`src/rtl/mac_pkg.sv`:
```
// Shared types and constants for the MAC frame controller.
package mac_pkg;

  localparam int MUL_LAT = 4;
  localparam int PROD_W  = 8;
  localparam int CYC_W   = $clog2(MUL_LAT);

  typedef enum logic [1:0] {
    S_IDLE = 2'd0,
    S_MUL  = 2'd1,
    S_ACC  = 2'd2,
    S_DONE = 2'd3
  } state_e;

endpackage

```
`src/rtl/mac_sat_add.sv`:
```
// Signed adder with overflow detect; clamps on overflow when MAC_SAT_EN is defined.
module mac_sat_add #(
  parameter int W = 16
) (
  input  logic [W-1:0] a_i,
  input  logic [W-1:0] b_i,
  output logic [W-1:0] sum_o,
  output logic         ovf_o
);

  logic [W-1:0] raw;

  assign raw   = a_i + b_i;
  assign ovf_o = (a_i[W-1] == b_i[W-1]) && (raw[W-1] != a_i[W-1]);

`ifdef MAC_SAT_EN
  // Overflow direction follows the shared operand sign.
  always_comb begin
    sum_o = raw;
    if (ovf_o) sum_o = a_i[W-1] ? {1'b1, {(W-1){1'b0}}} : {1'b0, {(W-1){1'b1}}};
  end
`else
  assign sum_o = raw;
`endif

endmodule

```
`src/rtl/mac_frame_ctrl.sv`:
```
// Feeds a 4-edge-sampling multiplier and accumulates products per frame.
// Build option: MAC_SAT_EN selects a saturating accumulator instead of wrapping.
module mac_frame_ctrl
  import mac_pkg::*;
#(
  parameter int ACC_W = 16,
  parameter int CNT_W = 8
) (
  input  logic              clk,
  input  logic              rst_n,
  input  logic              in_valid,
  output logic              in_ready,
  input  logic [3:0]        in_a,
  input  logic [3:0]        in_b,
  input  logic              in_last,
  output logic [3:0]        mul_a,
  output logic [3:0]        mul_b,
  input  logic [PROD_W-1:0] mul_c,
  output logic              out_valid,
  input  logic              out_ready,
  output logic [ACC_W-1:0]  out_sum,
  output logic [CNT_W-1:0]  out_count,
  output logic              out_ovf
);

  state_e             state_q, state_d;
  logic [CYC_W-1:0]   cyc_q, cyc_d;
  logic               last_q, last_d;
  logic [3:0]         a_q, a_d, b_q, b_d;
  logic [ACC_W-1:0]   acc_q, acc_d;
  logic [CNT_W-1:0]   cnt_q, cnt_d;
  logic               ovf_q, ovf_d;
  logic [ACC_W-1:0]   prod_ext, add_sum;
  logic               add_ovf, accept;

  assign prod_ext = ACC_W'($signed(mul_c));

  mac_sat_add #(.W(ACC_W)) u_add (
    .a_i  (acc_q),
    .b_i  (prod_ext),
    .sum_o(add_sum),
    .ovf_o(add_ovf)
  );

  // Ready is a pure state decode so it never loops back through in_valid.
  assign in_ready = (state_q == S_IDLE) || (state_q == S_ACC && !last_q);
  assign accept   = in_valid && in_ready;

  always_comb begin
    state_d = state_q;
    cyc_d   = cyc_q;
    last_d  = last_q;
    a_d     = a_q;
    b_d     = b_q;
    acc_d   = acc_q;
    cnt_d   = cnt_q;
    ovf_d   = ovf_q;
    case (state_q)
      S_IDLE: begin
        if (accept) begin
          a_d     = in_a;
          b_d     = in_b;
          last_d  = in_last;
          cyc_d   = '0;
          state_d = S_MUL;
        end
      end
      S_MUL: begin
        cyc_d = cyc_q + CYC_W'(1);
        if (cyc_q == CYC_W'(MUL_LAT - 1)) state_d = S_ACC;
      end
      S_ACC: begin
        acc_d = add_sum;
        cnt_d = cnt_q + CNT_W'(1);
        ovf_d = ovf_q | add_ovf;
        if (last_q) begin
          state_d = S_DONE;
        end else if (accept) begin
          a_d     = in_a;
          b_d     = in_b;
          last_d  = in_last;
          cyc_d   = '0;
          state_d = S_MUL;
        end else begin
          state_d = S_IDLE;
        end
      end
      default: begin
        if (out_ready) begin
          acc_d   = '0;
          cnt_d   = '0;
          ovf_d   = 1'b0;
          state_d = S_IDLE;
        end
      end
    endcase
  end

  always_ff @(posedge clk) begin
    if (!rst_n) begin
      state_q <= S_IDLE;
      cyc_q   <= '0;
      last_q  <= 1'b0;
      a_q     <= '0;
      b_q     <= '0;
      acc_q   <= '0;
      cnt_q   <= '0;
      ovf_q   <= 1'b0;
    end else begin
      state_q <= state_d;
      cyc_q   <= cyc_d;
      last_q  <= last_d;
      a_q     <= a_d;
      b_q     <= b_d;
      acc_q   <= acc_d;
      cnt_q   <= cnt_d;
      ovf_q   <= ovf_d;
    end
  end

  assign mul_a     = a_q;
  assign mul_b     = b_q;
  assign out_valid = (state_q == S_DONE);
  assign out_sum   = acc_q;
  assign out_count = cnt_q;
  assign out_ovf   = ovf_q;

endmodule
```
`config.mk`:
```
export PLATFORM = sky130hd
export DESIGN_NAME = mac_frame_ctrl
export DESIGN_NICKNAME = d
export VERILOG_FILES = /design/src/rtl/mac_pkg.sv /design/src/rtl/mac_sat_add.sv /design/src/rtl/mac_frame_ctrl.sv
export SDC_FILE = /design/constraint.sdc
export NUM_CORES = 1
export LEC_CHECK = 0
export BUFFER_PORTS_ARGS = -buffer_cell sky130_fd_sc_hd__buf_2
export CORE_ASPECT_RATIO = 2
export CORE_MARGIN = 5
export CORE_UTILIZATION = 58
export DETAILED_ROUTE_END_ITERATION = 16
export PLACE_DENSITY = 0.85
export SLEW_MARGIN = 30
export SYNTH_ARGS = -nofsm -noshare
export SYNTH_HDL_FRONTEND = slang
export SYNTH_HIERARCHICAL = 1
export SYNTH_SLANG_ARGS = --single-unit
```
`constraint.sdc`:
```
create_clock -name clk -period 5.7 [get_ports clk]
set_input_delay 1.14 -clock clk [delete_from_list [all_inputs] [get_ports clk]]
set_output_delay 1.14 -clock clk [all_outputs]
set_load 0.03 [all_outputs]
```
==> flow_summary.json <==
{
  "drt_wl_total_mm": 5.85,
  "yosysMostFrequentCell": "nand2_1",
  "cts_sinks": 38,
  "gr-usage-all-layers_pct": 21.8,
  "syn_to_final_growth_pct": 17.4,
  "clockPowerShare_pct": 23.6,
  "drtIter0Drc": 36,
  "grt_max_degree": 26,
  "netlist_instances": 280,
  "wl_per_cell_um": 15.1,
  "coreArea_um2": 4090,
  "tritoncts": "done",
  "fin_cells": 386,
  "clock_path_buffers": 2,
  "p_comb_share_pct": 46.7,
  "post-route-drc-count": 0,
  "relSlewSlack_pct": 48.1,
  "cts_resized": 0,
  "vias": 2188,
  "grt-ovfl-total": 0,
  "final_nets": 377,
  "netlist_area_um2": 2430,
  "ys_ff_latch": 38,
  "status": "completed",
  "n_antenna_cell": 0,
  "gp_congestion": 0.899,
  "setup-tns-final_ps": 0,
  "setup_viol": 0,
  "port_buffers": 55,
  "switching_share_pct": 42.0,
  "path_delay_family": "simple AND/OR/NAND/NOR gates",
  "finalInstanceArea_um2": 2860,
  "post_cts_buffers": 0,
  "root_buffer": "clkbuf_8",
  "finalClockSkew_ps": 2.88,
  "synth_cell_types": 49,
  "synth_area_leader_cell": "dfxtp_1",
  "dieWidth_um": 55.8,
  "firstDrtPassIters": 4,
  "maxCapViolCount": 0,
  "power_density_nw_per_um2": 412,
  "seq_area_frac_synth_pct": 31.3,
  "grt_setup_unrepaired": "false",
  "rrSetupSlack_ps": 3350,
  "n_fill_cell": 335,
  "async_reset_ff_share_pct": 0,
  "placed_cells": 378,
  "initial_core_util_pct": 59.5,
  "cp_max_fo": 9,
  "avgSynthCellArea_um2": 8.69,
  "slew_viol_final": 0,
  "worstHoldStart": "cyc_q[1]$_SDFFE_PN0P_",
  "synth_commonest_cells": "nand2_1 (48), dfxtp_1 (38), a21oi_1 (32)",
  "drt-vias-per-instance": 5.67,
  "r2r_end": "out_sum[12]$_SDFFE_PN0P_",
  "cp_num_buf_inv": 2,
  "r2r_start": "out_sum[0]$_SDFFE_PN0P_",
  "hpwl_mm": 4.33,
  "grt_pass1_vias": 2313,
  "cp-end-kind": "output port",
  "ff2ff_path_depth": 10,
  "clock_latency_ps": 290,
  "hold_viol_final": 0,
  "p_int_uw": 683,
  "place_area_um2": 2720,
  "leakagePower_uw": 0.00133,
  "whs_path_depth": 2,
  "finalCritPeriodShare_pct": 53.5,
  "slowest_stage": "dfxtp_1",
  "synth_top_area_share_pct": 31.3,
  "seqPwrFrac_pct": 29.7,
  "postCtsHoldBufs": 0,
  "min_to": "cyc_q[1]$_SDFFE_PN0P_",
  "peakVddDrop_mv": 0.325,
  "synth-edff-count": 0,
  "io_pins": 56,
  "worst_setup_path_start_kind": "register",
  "cts_buffers": 5,
  "grt_pass1_wl_mm": 9.96,
  "chipHeight_um": 102,
  "rows": 33,
  "yosys_most_used_dff": "dfxtp_1",
  "crit_chain": "inv_1 -> ha_1 -> nor2b_1 -> or2_2 -> buf_2",
  "htreeDepth": 2,
  "required_ps": 4560,
  "synth_warnings": 6,
  "tightest_slew_ps": 779,
  "min_path_type": "reg2reg",
  "drive_above_1_share_pct": 23.1,
  "die-area_um2": 5670,
  "clock.fmax_mhz": 328,
  "clk_pin_slew_worst_paths_ps": 80,
  "cp_data_arrival_time_ps": 1910,
  "synth_nets": 324,
  "ant_nets": 0,
  "finalCriticalPeriod_ps": 3050,
  "yosys-top-cells-area": "dfxtp_1 (31%), ha_1 (11%), nand2_1 (7.4%)",
  "critPathKind": "reg2out",
  "switching_power_uw": 495,
  "cpPeakStageDelay_ps": 450,
  "antenna_found_initial": 0
}
==> metrics by stage <==
stage | util (%) | power (uW) | worst slack (ps) | hold WS (ps)
floorplan | - | 796 | 2860 | 442
global placement | 66.4 | 885 | 2580 | 451
detailed placement | 66.5 | 899 | 2500 | 464
CTS | 69.9 | 1180 | 2640 | 475
global route | 69.9 | 1250 | 2530 | 500
finish | 69.9 | 1180 | 2650 | 475
==> power by group through the flow <==
stage	Sequential (uW)	Combinational, uW	Clock (uW)
floorplan	422	374	0
global route	359	600	295
global placement	354	531	0
finish	350	550	278
detailed placement	356	543	0
CTS	350	549	282
==> worst min-delay path, stage by stage (launching register included) <==
cell     delay (ps)
dfxtp_1         330
nand2_1          50
mux2i_1          50
==> registers in the layout, summed over array words and instances, names as in the netlist <==
name	flops
out_count	8
state_q	2
last_q	1
mul_a	4
mul_b	4
out_ovf	1
cyc_q	2
out_sum	16
==> metal layers <==
metal | vias to the layer above | track usage, % | share of wire, % | wire length, um
li1 | 1077 | - | - | -
met1 | 1031 | 19.5 | 35 | 2040
met2 | 64 | 44.3 | 58 | 3370
met3 | 16 | 4.46 | 4.7 | 275
met4 | 0 | 11.0 | 2.8 | 162
met5 | - | 0 | 0 | 0
==> cells in the final DEF, fill, tap and decap left out, types with 4 or more instances in the layout <==
| cell type | netlist | routed |
|---|---|---|
| a21o_1 | 4 | 4 |
| a21oi_1 | 32 | 32 |
| buf_2 | 1 | 55 |
| clkbuf_8 | 0 | 5 |
| dfxtp_1 | 38 | 38 |
| ha_1 | 22 | 22 |
| inv_1 | 8 | 8 |
| mux2i_1 | 13 | 13 |
| nand2_1 | 48 | 48 |
| nand3_1 | 5 | 5 |
| nand4_1 | 4 | 4 |
| nor2_1 | 13 | 13 |
| nor2b_1 | 13 | 13 |
| nor3_1 | 4 | 4 |
| o21ai_0 | 5 | 5 |
| o21ai_1 | 4 | 4 |
| xnor2_1 | 15 | 15 |
| xor2_1 | 6 | 6 |
==> how the worst max path moves through the flow <==
| stage | from | to | slack (ps) | cells after the start |
|---|---|---|---|---|
| 2_1_floorplan | mul_c[0] | out_sum[12]$_SDFFE_PN0P_ | 2860 | 10 |
| 3_3_place_gp | mul_c[4] | out_ovf$_SDFFE_PN0P_ | 2580 | 10 |
| 3_5_place_dp | mul_c[0] | out_sum[12]$_SDFFE_PN0P_ | 2500 | 11 |
| 4_1_cts | state_q[0]$_SDFFE_PN0P_ | in_ready | 2640 | 5 |
| 5_1_grt | mul_c[0] | out_sum[12]$_SDFFE_PN0P_ | 2530 | 11 |
| 6_report | state_q[0]$_SDFFE_PN0P_ | in_ready | 2650 | 5 |
==> cells by family (layout without fill, tap and decap cells) <==
logic type	count (synthesis)	in the layout	share of synthesized area (%)
AOI/OAI and AO/OA	65	65	17.1
xor gates and xnor gates	21	21	7.56
adders and majority gates	23	23	12.1
buffers and inverters	17	71	3.75
DFF	38	38	31.3
muxes	13	13	5.35
and+or+nand+nor	103	103	22.8
==> layout make-up <==
| class | count | area (um^2) | share of cell area, % |
|---|---|---|---|
| Timing Repair Buffer | 55 | 275 | 9.63 |
| Inverter | 8 | 30.0 | 1.05 |
| Multi-Input combinational cell | 225 | 1590 | 55.6 |
| Sequential cell | 38 | 761 | 26.6 |
| Clock buffer | 5 | 68.8 | 2.41 |
| Clock inverter | 3 | 68.8 | 2.41 |
| Tap cell | 52 | 65.1 | 2.28 |
Note: power is estimated with default switching activity, not from simulation.
